<file path="src/rtl/parser_result_fifo_pkg.sv">
// Shared parser result format: default field geometry and the per-packet record
// layout used by the parser, this FIFO and downstream consumers.
package parser_pkg;

    localparam int FIELD_NUMBER_DEF   = 4;
    localparam int FIELD_SIZE_MAX_DEF = 4;
    localparam int SEQ_W_DEF          = 8;

    localparam int FIELD_VEC_W = FIELD_NUMBER_DEF * FIELD_SIZE_MAX_DEF * 8;
    localparam int REC_W       = SEQ_W_DEF + 2 * FIELD_NUMBER_DEF + FIELD_VEC_W;

    typedef struct packed {
        logic [SEQ_W_DEF-1:0]        seq;
        logic [FIELD_NUMBER_DEF-1:0] error;
        logic [FIELD_NUMBER_DEF-1:0] valid;
        logic [FIELD_VEC_W-1:0]      field;
    } parser_rec_t;

endpackage

</file>
<file path="src/rtl/parser_result_fifo_if.sv">
// Parser result input and buffered record output of parser_result_fifo.
// The slave side is the FIFO; the master side is the parser/consumer environment.
interface parser_result_fifo_if
    import parser_pkg::*;
#(
    parameter int FIELD_NUMBER   = FIELD_NUMBER_DEF,
    parameter int FIELD_SIZE_MAX = FIELD_SIZE_MAX_DEF,
    parameter int SEQ_W          = SEQ_W_DEF
);
    localparam int VEC_W = FIELD_NUMBER * FIELD_SIZE_MAX * 8;

    logic                    InRes_Ready;
    logic [VEC_W-1:0]        InRes_Field;
    logic [FIELD_NUMBER-1:0] InRes_Valid;
    logic [FIELD_NUMBER-1:0] InRes_Error;

    logic                    OutRec_Valid;
    logic                    OutRec_Ready;
    logic [VEC_W-1:0]        OutRec_Field;
    logic [FIELD_NUMBER-1:0] OutRec_FieldValid;
    logic [FIELD_NUMBER-1:0] OutRec_Error;
    logic                    OutRec_Good;
    logic [SEQ_W-1:0]        OutRec_Seq;

    modport slave (
        input  InRes_Ready, InRes_Field, InRes_Valid, InRes_Error, OutRec_Ready,
        output OutRec_Valid, OutRec_Field, OutRec_FieldValid, OutRec_Error,
               OutRec_Good, OutRec_Seq
    );

    modport master (
        output InRes_Ready, InRes_Field, InRes_Valid, InRes_Error, OutRec_Ready,
        input  OutRec_Valid, OutRec_Field, OutRec_FieldValid, OutRec_Error,
               OutRec_Good, OutRec_Seq
    );

endinterface

</file>
<file path="src/rtl/parser_result_fifo_sat_counter.sv">
// Saturating up-counter with synchronous clear; a clear coinciding with an
// increment restarts the count at 1 so that event is not lost.
module sat_counter #(
    parameter int WIDTH = 16
) (
    input  logic             clk,
    input  logic             rst_n,
    input  logic             inc_i,
    input  logic             clr_i,
    output logic [WIDTH-1:0] count_o
);

    logic [WIDTH-1:0] count_q;
    logic [WIDTH-1:0] count_d;

    always_comb begin
        count_d = count_q;
        if (clr_i) begin
            count_d = WIDTH'(inc_i);
        end else if (inc_i && !(&count_q)) begin
            count_d = count_q + WIDTH'(1);
        end
    end

    always_ff @(posedge clk or negedge rst_n) begin
        if (!rst_n) begin
            count_q <= '0;
        end else begin
            count_q <= count_d;
        end
    end

    assign count_o = count_q;

endmodule

</file>
<file path="src/rtl/parser_result_fifo.sv">
// Buffers per-packet parser results tagged with a sequence number and hands them
// to the consumer over valid/ready; results arriving while full are counted and dropped.
module parser_result_fifo
    import parser_pkg::*;
#(
    parameter int FIELD_NUMBER   = FIELD_NUMBER_DEF,
    parameter int FIELD_SIZE_MAX = FIELD_SIZE_MAX_DEF,
    parameter int DEPTH          = 8,
    parameter int SEQ_W          = SEQ_W_DEF,
    parameter int DROP_W         = 16
) (
    input  logic                     Clk,
    input  logic                     Rst_n,
    input  logic                     Clr,
    parser_result_fifo_if.slave      Bus,
    output logic [$clog2(DEPTH):0]   Fill,
    output logic                     Overflow,
    output logic [DROP_W-1:0]        DropCnt
);

    localparam int VEC_W  = FIELD_NUMBER * FIELD_SIZE_MAX * 8;
    localparam int PTR_W  = $clog2(DEPTH);
    localparam int FILL_W = PTR_W + 1;

    typedef struct packed {
        logic [SEQ_W-1:0]        seq;
        logic [FIELD_NUMBER-1:0] error;
        logic [FIELD_NUMBER-1:0] valid;
        logic [VEC_W-1:0]        field;
    } rec_t;

    rec_t              mem_q [DEPTH];
    rec_t              inRec;
    rec_t              head_q, head_d;
    logic              headValid_q, headValid_d;
    logic [PTR_W-1:0]  wrPtr_q, wrPtr_d;
    logic [PTR_W-1:0]  rdPtr_q, rdPtr_d;
    logic [FILL_W-1:0] fill_q, fill_d;
    logic [SEQ_W-1:0]  seq_q, seq_d;
    logic              overflow_q, overflow_d;
    logic              full, pop, push, drop;

    always_comb begin
        inRec       = '0;
        inRec.seq   = seq_q;
        inRec.error = Bus.InRes_Error;
        inRec.valid = Bus.InRes_Valid;
        inRec.field = Bus.InRes_Field;
    end

    // A pop frees a slot in the same cycle, so a full FIFO can still accept.
    assign full = (fill_q == FILL_W'(DEPTH));
    assign pop  = headValid_q & Bus.OutRec_Ready;
    assign push = Bus.InRes_Ready & (~full | pop);
    assign drop = Bus.InRes_Ready & full & ~pop;

    // The output register mirrors the head slot; a record arriving when it will be
    // the only one held bypasses memory so it is presented one edge after capture.
    always_comb begin
        wrPtr_d     = wrPtr_q + PTR_W'(push);
        rdPtr_d     = rdPtr_q + PTR_W'(pop);
        fill_d      = fill_q + FILL_W'(push) - FILL_W'(pop);
        seq_d       = seq_q + SEQ_W'(Bus.InRes_Ready);
        overflow_d  = drop ? 1'b1 : (Clr ? 1'b0 : overflow_q);
        headValid_d = (fill_d != '0);
        head_d      = '0;
        if (push && fill_d == FILL_W'(1)) begin
            head_d = inRec;
        end else if (fill_d != '0) begin
            head_d = mem_q[rdPtr_d];
        end
    end

    always_ff @(posedge Clk) begin
        if (push) begin
            mem_q[wrPtr_q] <= inRec;
        end
    end

    always_ff @(posedge Clk or negedge Rst_n) begin
        if (!Rst_n) begin
            wrPtr_q     <= '0;
            rdPtr_q     <= '0;
            fill_q      <= '0;
            seq_q       <= '0;
            overflow_q  <= 1'b0;
            headValid_q <= 1'b0;
            head_q      <= '0;
        end else begin
            wrPtr_q     <= wrPtr_d;
            rdPtr_q     <= rdPtr_d;
            fill_q      <= fill_d;
            seq_q       <= seq_d;
            overflow_q  <= overflow_d;
            headValid_q <= headValid_d;
            head_q      <= head_d;
        end
    end

    sat_counter #(
        .WIDTH (DROP_W)
    ) u_dropCnt (
        .clk     (Clk),
        .rst_n   (Rst_n),
        .inc_i   (drop),
        .clr_i   (Clr),
        .count_o (DropCnt)
    );

    assign Bus.OutRec_Valid      = headValid_q;
    assign Bus.OutRec_Field      = head_q.field;
    assign Bus.OutRec_FieldValid = head_q.valid;
    assign Bus.OutRec_Error      = head_q.error;
    assign Bus.OutRec_Seq        = head_q.seq;
    assign Bus.OutRec_Good       = headValid_q & (&head_q.valid) & ~(|head_q.error);

    assign Fill     = fill_q;
    assign Overflow = overflow_q;

endmodule

</file>
<file path="src/flat_wrapper.sv">
// flat-port wrapper written by rule: the top's interface ports become plain ports
module parser_result_fifo_flat import parser_pkg::*;
#(
    parameter int FIELD_NUMBER   = FIELD_NUMBER_DEF,
    parameter int FIELD_SIZE_MAX = FIELD_SIZE_MAX_DEF,
    parameter int DEPTH          = 8,
    parameter int SEQ_W          = SEQ_W_DEF,
    parameter int DROP_W         = 16
)
  (Clk, Rst_n, Clr, Fill, Overflow, DropCnt, Bus_InRes_Ready, Bus_InRes_Field, Bus_InRes_Valid, Bus_InRes_Error, Bus_OutRec_Ready, Bus_OutRec_Valid, Bus_OutRec_Field, Bus_OutRec_FieldValid, Bus_OutRec_Error, Bus_OutRec_Good, Bus_OutRec_Seq);
  parser_result_fifo_if #(.FIELD_NUMBER(FIELD_NUMBER), .FIELD_SIZE_MAX(FIELD_SIZE_MAX), .SEQ_W(SEQ_W)) Bus_i ();
  input  logic Clk;
  input  logic Rst_n;
  input  logic Clr;
  output logic [$clog2(DEPTH):0] Fill;
  output logic Overflow;
  output logic [DROP_W-1:0] DropCnt;
  input wire logic [$bits(Bus_i.InRes_Ready)-1:0] Bus_InRes_Ready;
  input wire logic [$bits(Bus_i.InRes_Field)-1:0] Bus_InRes_Field;
  input wire logic [$bits(Bus_i.InRes_Valid)-1:0] Bus_InRes_Valid;
  input wire logic [$bits(Bus_i.InRes_Error)-1:0] Bus_InRes_Error;
  input wire logic [$bits(Bus_i.OutRec_Ready)-1:0] Bus_OutRec_Ready;
  output wire logic [$bits(Bus_i.OutRec_Valid)-1:0] Bus_OutRec_Valid;
  output wire logic [$bits(Bus_i.OutRec_Field)-1:0] Bus_OutRec_Field;
  output wire logic [$bits(Bus_i.OutRec_FieldValid)-1:0] Bus_OutRec_FieldValid;
  output wire logic [$bits(Bus_i.OutRec_Error)-1:0] Bus_OutRec_Error;
  output wire logic [$bits(Bus_i.OutRec_Good)-1:0] Bus_OutRec_Good;
  output wire logic [$bits(Bus_i.OutRec_Seq)-1:0] Bus_OutRec_Seq;
  assign Bus_i.InRes_Ready = Bus_InRes_Ready;
  assign Bus_i.InRes_Field = Bus_InRes_Field;
  assign Bus_i.InRes_Valid = Bus_InRes_Valid;
  assign Bus_i.InRes_Error = Bus_InRes_Error;
  assign Bus_i.OutRec_Ready = Bus_OutRec_Ready;
  assign Bus_OutRec_Valid = Bus_i.OutRec_Valid;
  assign Bus_OutRec_Field = Bus_i.OutRec_Field;
  assign Bus_OutRec_FieldValid = Bus_i.OutRec_FieldValid;
  assign Bus_OutRec_Error = Bus_i.OutRec_Error;
  assign Bus_OutRec_Good = Bus_i.OutRec_Good;
  assign Bus_OutRec_Seq = Bus_i.OutRec_Seq;
  parser_result_fifo #(.FIELD_NUMBER(FIELD_NUMBER), .FIELD_SIZE_MAX(FIELD_SIZE_MAX), .DEPTH(DEPTH), .SEQ_W(SEQ_W), .DROP_W(DROP_W)) u_core (.Clk(Clk), .Rst_n(Rst_n), .Clr(Clr), .Bus(Bus_i), .Fill(Fill), .Overflow(Overflow), .DropCnt(DropCnt));
endmodule
</file>
<file path="config.mk">
export PLATFORM = sky130hd
export DESIGN_NAME = parser_result_fifo_flat
export DESIGN_NICKNAME = d
export VERILOG_FILES = /design/src/rtl/parser_result_fifo_pkg.sv /design/src/rtl/parser_result_fifo_if.sv /design/src/rtl/parser_result_fifo_sat_counter.sv /design/src/rtl/parser_result_fifo.sv /design/src/flat_wrapper.sv
export SDC_FILE = /design/constraint.sdc
export NUM_CORES = 1
export LEC_CHECK = 0
export CELL_PAD_IN_SITES_DETAIL_PLACEMENT = 1
export CELL_PAD_IN_SITES_GLOBAL_PLACEMENT = 2
export CORE_UTILIZATION = 41
export DETAILED_ROUTE_END_ITERATION = 7
export GPL_TIMING_DRIVEN = 0
export PLACE_DENSITY_LB_ADDON = 0.1
export SYNTH_ARGS = -nofsm -noshare
export SYNTH_HDL_FRONTEND = slang
export SYNTH_SLANG_ARGS = --single-unit
</file>
<file path="constraint.sdc">
create_clock -name Clk -period 17.9 [get_ports Clk]
set_clock_uncertainty 0.1 [all_clocks]
set_input_delay 1.79 -clock Clk [delete_from_list [all_inputs] [get_ports Clk]]
set_output_delay 1.79 -clock Clk [all_outputs]
set_load 0.05 [all_outputs]
</file>
---- Word-level counts from Yosys, hierarchy flattened ----
Memory sizes are Yosys's and may differ from the RTL's.
Cells that the tools add are included.
storage, ports and cells
  register bits ........................... 180
  memory bits (writable) .................. 1152
  input bits .............................. 141
  output and inout bits ................... 167
  logic and storage cells ................. 47
  memories kept ........................... 1
memories
  memory        depth  width  read ports  clocked after Yosys merged registers in  wr ports  RTL line                  RTL
  u_core.mem_q  8      144    1           0                                        1         parser_result_fifo.sv:32  rec_t mem_q [DEPTH];
cells by class
  add/sub/neg operators ................... 6
  equal/unequal tests ..................... 2
  muxes and demuxes ....................... 8
  bitwise logic cells ..................... 10
  reductions and logical operators ........ 9
operator list
  operator                 count
  $mux W144                2
  $mux W16                 2
  $add A16 B1 Y16 const B  1
  $reduce_and A16 Y1       1
  $add A8 B1 Y8            1
  $add A3 B1 Y3            2
  $and A1 B1 Y1            6
  $add A4 B1 Y4            1
  $eq A4 B1 Y1 const B     1
  $eq A4 B4 Y1 const B     1
  $mux W1                  4
  $reduce_and A4 Y1        1
  $reduce_bool A2 Y1       2
  $reduce_bool A4 Y1       1
  $reduce_or A4 Y1         1
  $sub A4 B1 Y4            1
  $not A1 Y1               3
  $logic_and A1 B1 Y1      2
  $logic_not A1 Y1         1
  $or A1 B1 Y1             1

---- Logic depth before layout (Yosys ltp) ----
  depth after elaboration ................. 9
  depth in mapped cells ................... 14
  mapped depth without buffers ............ 12

---- Hierarchy ----
A second synthesis with hierarchy kept.
second synthesis, totals
  cell total of the unflattened synthesis .. 2167
  area, all modules ....................... 49812.8 µm²
by module, submodules not included
  module              instances  cells an instance  area each (µm²)  seq. area each (µm²)
  parser_result_fifo  1          2064               48848.1          38697.1
  sat_counter         1          103                964.7            400.4

---- Least setup slack after synthesis ----
Ideal clock, no wire load.
  path kind ............................... input to register
  start ................................... input Bus_OutRec_Ready
  end ..................................... memory u_core.mem_q[0][0] (netlist bit), enable pin
  setup time .............................. 1000 ps
  arrival time ............................ 15659 ps
  data required time ...................... 16800 ps
  slack ................................... 1141 ps
  stages on the path ...................... 4
  buffers on the path ..................... 0
  cells stage by stage .................... nand2_1 nand3_1 nand2_1 nor4_1
between the ends
  word-level cells in the longest chain between the ends .. 5
RTL lines
  what                           RTL line                  RTL
  from (decl)                    flat_wrapper.sv:22        input wire logic [$bits(Bus_i.OutRec_Ready)-1:0] Bus_OutRec_Ready;
  $and A1 B1 Y1                  parser_result_fifo.sv:53  assign pop = headValid_q & Bus.OutRec_Ready;
  $or A1 B1 Y1                   parser_result_fifo.sv:54  assign push = Bus.InRes_Ready & (~full | pop);
  $and A1 B1 Y1                  parser_result_fifo.sv:54
  $mux W1                        parser_result_fifo.sv:75  if (push) begin
  $mux W1 (implied by the code)  parser_result_fifo.sv:76  mem_q[wrPtr_q] <= inRec;
  to (decl)                      parser_result_fifo.sv:32
Every way passes these cells.

==> results by group <==
Synthesis
  – Cell taking the most area after synthesis: edfxtp_1
  – Largest family of logic cells by synthesized area: multiplexers
  – Synth Area in Adders: 0.342%
  – Synth Area in Compound Gates: 2.67%
  – Synthesized flop and latch total: 1332
  – Yosys warns: 0
  – Post-synthesis simple-gate area fraction: 0.898%
  – Syn Inst Count: 2161
  – Library cells used by synthesis: 41
  – Post-Syn Area: 49700 um2
  – Mean Syn Cell Area: 23.0 um2
  – Synth top area cells: edfxtp_1 (70%), mux4_2 (13%), dfrtp_1 (9.1%), mux2i_1 (2.9%), o2bb2ai_1 (2.5%)
  – Sequential-to-total area share from yosys stat: 78.6%
  – Post-synthesis xor/xnor area fraction: 0.370%
  – Mux share of post-synthesis cell area: 16.0%
  – Top cell type's share of synthesized area: 69.6%
  – Syn nets: 2315

Detailed routing
  – Antenna viol nets, final: 0
  – Routed wire length: 126 mm
  – Initial DRC count: 1796
  – Via/cell ratio: 5.35
  – Post-route DRC: 0
  – Drt pass-1 iters: 5
  – DR vias: 24032
  – Post-DR wirelength/cell: 28.0 um

Finish
  – Final design area excluding fillers: 61500 um2
  – Area Growth Syn to Fin: 23.7%
  – Fin cells: 4492
  – Commonest non-fill, non-tap cell in the layout: edfxtp_1
  – Commonest non-fill, non-tap cells in the layout: edfxtp_1 (1152), clkdlybuf4s50_1 (305), mux4_2 (288), dfrtp_1 (180), clkbuf_16 (149)
  – Share of cells above drive strength 1: 25.2%
  – Final Core Density: 51.2%
  – Layout Nets: 2910

Global route
  – Grt total ovfl: 0
  – Antenna violations before repair: 21
  – Most Crowded Layer GR: met2
  – Number of global-route vias before repair: 26644
  – Largest net degree at the start of global routing: 82
  – GRT Total Usage: 20.7%
  – Met2 usage: 35.5%
  – Global-route wire length before repair: 182 mm
  – Met1 usage: 27.1%
  – M3 GR Usage: 4.18%

CTS
  – Setup Fix Bufs, Post-CTS: 0
  – Worst-case clock buffer depth: 3
  – Hold Buf Count CTS: 0
  – CTS tree: done
  – Root buffer cell: clkbuf_16
  – H-tree depth: 4
  – TritonCTS Buffers: 145
  – Clock Sinks: 1332
  – Clock Pin Slew Worst Setup and Hold Paths: 50 ps
  – Clk_lat worst skew: 740 ps
  – Number of gates resized after CTS: 0

Placed design
  – GP Congestion: 0.725
  – Port Buffer Count: 306
  – Post-Place Worst Slack: 11580 ps
  – Post-DP HPWL: 83.2 mm
  – Cells after DPL: 4221
  – Instance area at placement: 56800 um2

Timing
  – Slew @ Worst Pin: 1150 ps
  – Fin crit share: 30.4%
  – # setup viols final: 0
  – RSZ-0062 raised after global routing: no
  – Hold_ws: 401 ps
  – Fin. max-slew vios: 0
  – Final hold vios: 0
  – Final Critical Period: 5450 ps
  – F_max: 0.184 GHz
  – Post-layout worst setup margin: 12450 ps
  – Slew HR: 23.5%
  – TNS Setup: 0 ps

Worst setup path
  – Critical path fanouts, max: 12
  – Crit path required time: 18360 ps
  – Critical path arrival: 5910 ps
  – Worst r2r path cells: 14
  – Critical Path End Type: register
  – Crit path kind: primary input to register
  – Worst Setup Start Kind: primary input

Power
  – Total chip power: 11.7 mW
  – Max IR drop VDD: 0.118 mV
  – Leak pwr: 20.6 nW
  – P per Cell Area: 190 nW/um2

Floorplanning
  – Core Region: 120000 um2
  – Ports: 308
  – Row count: 127
  – Die area: 123000 um2
  – Height of the die: 350 um
  – Die width: 350 um
  – Starting Density: 41.4%

Hold path
  – HP Class: register to register
  – Hold depth: 1

Status
  – Status: completed

Run
  – MaxCap Viol Count: 0
==> flip-flops by register name, summed over array words and instances (netlist names) <==
signal / count
u_core.Bus.OutRec_Error: 4
u_core.Fill: 4
u_core.Bus.OutRec_Field: 128
u_core.Bus.OutRec_Seq: 8
u_core.seq_q: 8
u_core.Bus.OutRec_FieldValid: 4
u_core.mem_q: 1152
u_core.Overflow: 1
u_core.u_dropCnt.count_o: 16
u_core.wrPtr_q: 3
u_core.Bus.OutRec_Valid: 1
u_core.rdPtr_q: 3
==> final timing paths <==
kind | endpoint | slack (ps) | start
max | u_core.Bus.OutRec_Seq[3]$_DFF_PN0_ | 12450 | Bus_OutRec_Ready
min | u_core.rdPtr_q[0]$_DFF_PN0_ | 400 | u_core.rdPtr_q[0]$_DFF_PN0_
max reg2reg | u_core.Bus.OutRec_Seq[3]$_DFF_PN0_ | 13520 | u_core.Fill[2]$_DFF_PN0_
min reg2reg | u_core.rdPtr_q[0]$_DFF_PN0_ | 400 | u_core.rdPtr_q[0]$_DFF_PN0_
max in group asynchronous | u_core.Bus.OutRec_Field[55]$_DFF_PN0_ | 16040 | Rst_n
min in group asynchronous | u_core.Bus.OutRec_FieldValid[3]$_DFF_PN0_ | 810 | Rst_n
==> per-layer routing <==
metal	wire length, um	vias to the layer above
met4	2270	30
met3	6020	155
li1	-	10312
met2	64500	554
met5	192	-
met1	52600	12981
==> report_power, final <==
| part | switching, mW | internal [mW] | total (mW) |
|---|---|---|---|
| Clock | 1.20 | 1.73 | 2.92 |
| Combinational | 2.71 | 1.81 | 4.52 |
| Sequential | 0.203 | 4.03 | 4.24 |
==> final cells by class <==
type / instances / area [um2]
clock buffers: 208 / 4170
fillers: 10643 / 58600
clock inverters: 59 / 548
repair buffers: 448 / 4950
flip-flops and latches: 1332 / 39100
plain buffers: 113 / 509
well taps: 1612 / 2020
multi-input cells: 703 / 10100
inverters: 13 / 48.8
diodes: 4 / 10.0
==> cell usage after synthesis, drive strengths merged <==
| cell | instances |
|---|---|
| a211oi | 1 |
| buf | 68 |
| or4 | 2 |
| inv | 13 |
| and3 | 1 |
| o21ai | 1 |
| xor2 | 4 |
| nand3b | 1 |
| nor3 | 9 |
| a211o | 1 |
| a21o | 1 |
| a21oi | 3 |
| nand4 | 6 |
| o41ai | 1 |
| dfrtp | 180 |
| nor4b | 2 |
| nand3 | 10 |
| xnor2 | 17 |
| nand2 | 11 |
| ha | 12 |
| o2bb2ai | 144 |
| clkbuf | 45 |
| or3 | 2 |
| nor2 | 21 |
| nor4 | 10 |
| mux2i | 145 |
| fa | 1 |
| edfxtp | 1152 |
| and4 | 2 |
| nor2b | 1 |
| nand2b | 3 |
| mux2 | 1 |
| o211ai | 1 |
| or2 | 1 |
| mux4 | 288 |
==> cells by family after synthesis <==
kind of cell / Yosys count
compound gates: 153
buf+inv: 126
xor+xnor: 21
fa+ha+maj: 13
mux: 434
flops: 1332
simple gates: 82
==> critical path, stage by stage <==
cell	delay (ps)
clkdlybuf4s50_1	530
nand2_1	90
nand3_1	130
nand2_1	240
inv_1	210
ha_1	190
inv_1	60
fa_1	410
xnor2_1	150
nand2b_1	250
a211oi_4	660
buf_2	590
buf_2	390
o2bb2ai_1	180
No activity file was read; power rests on OpenSTA's default activity.
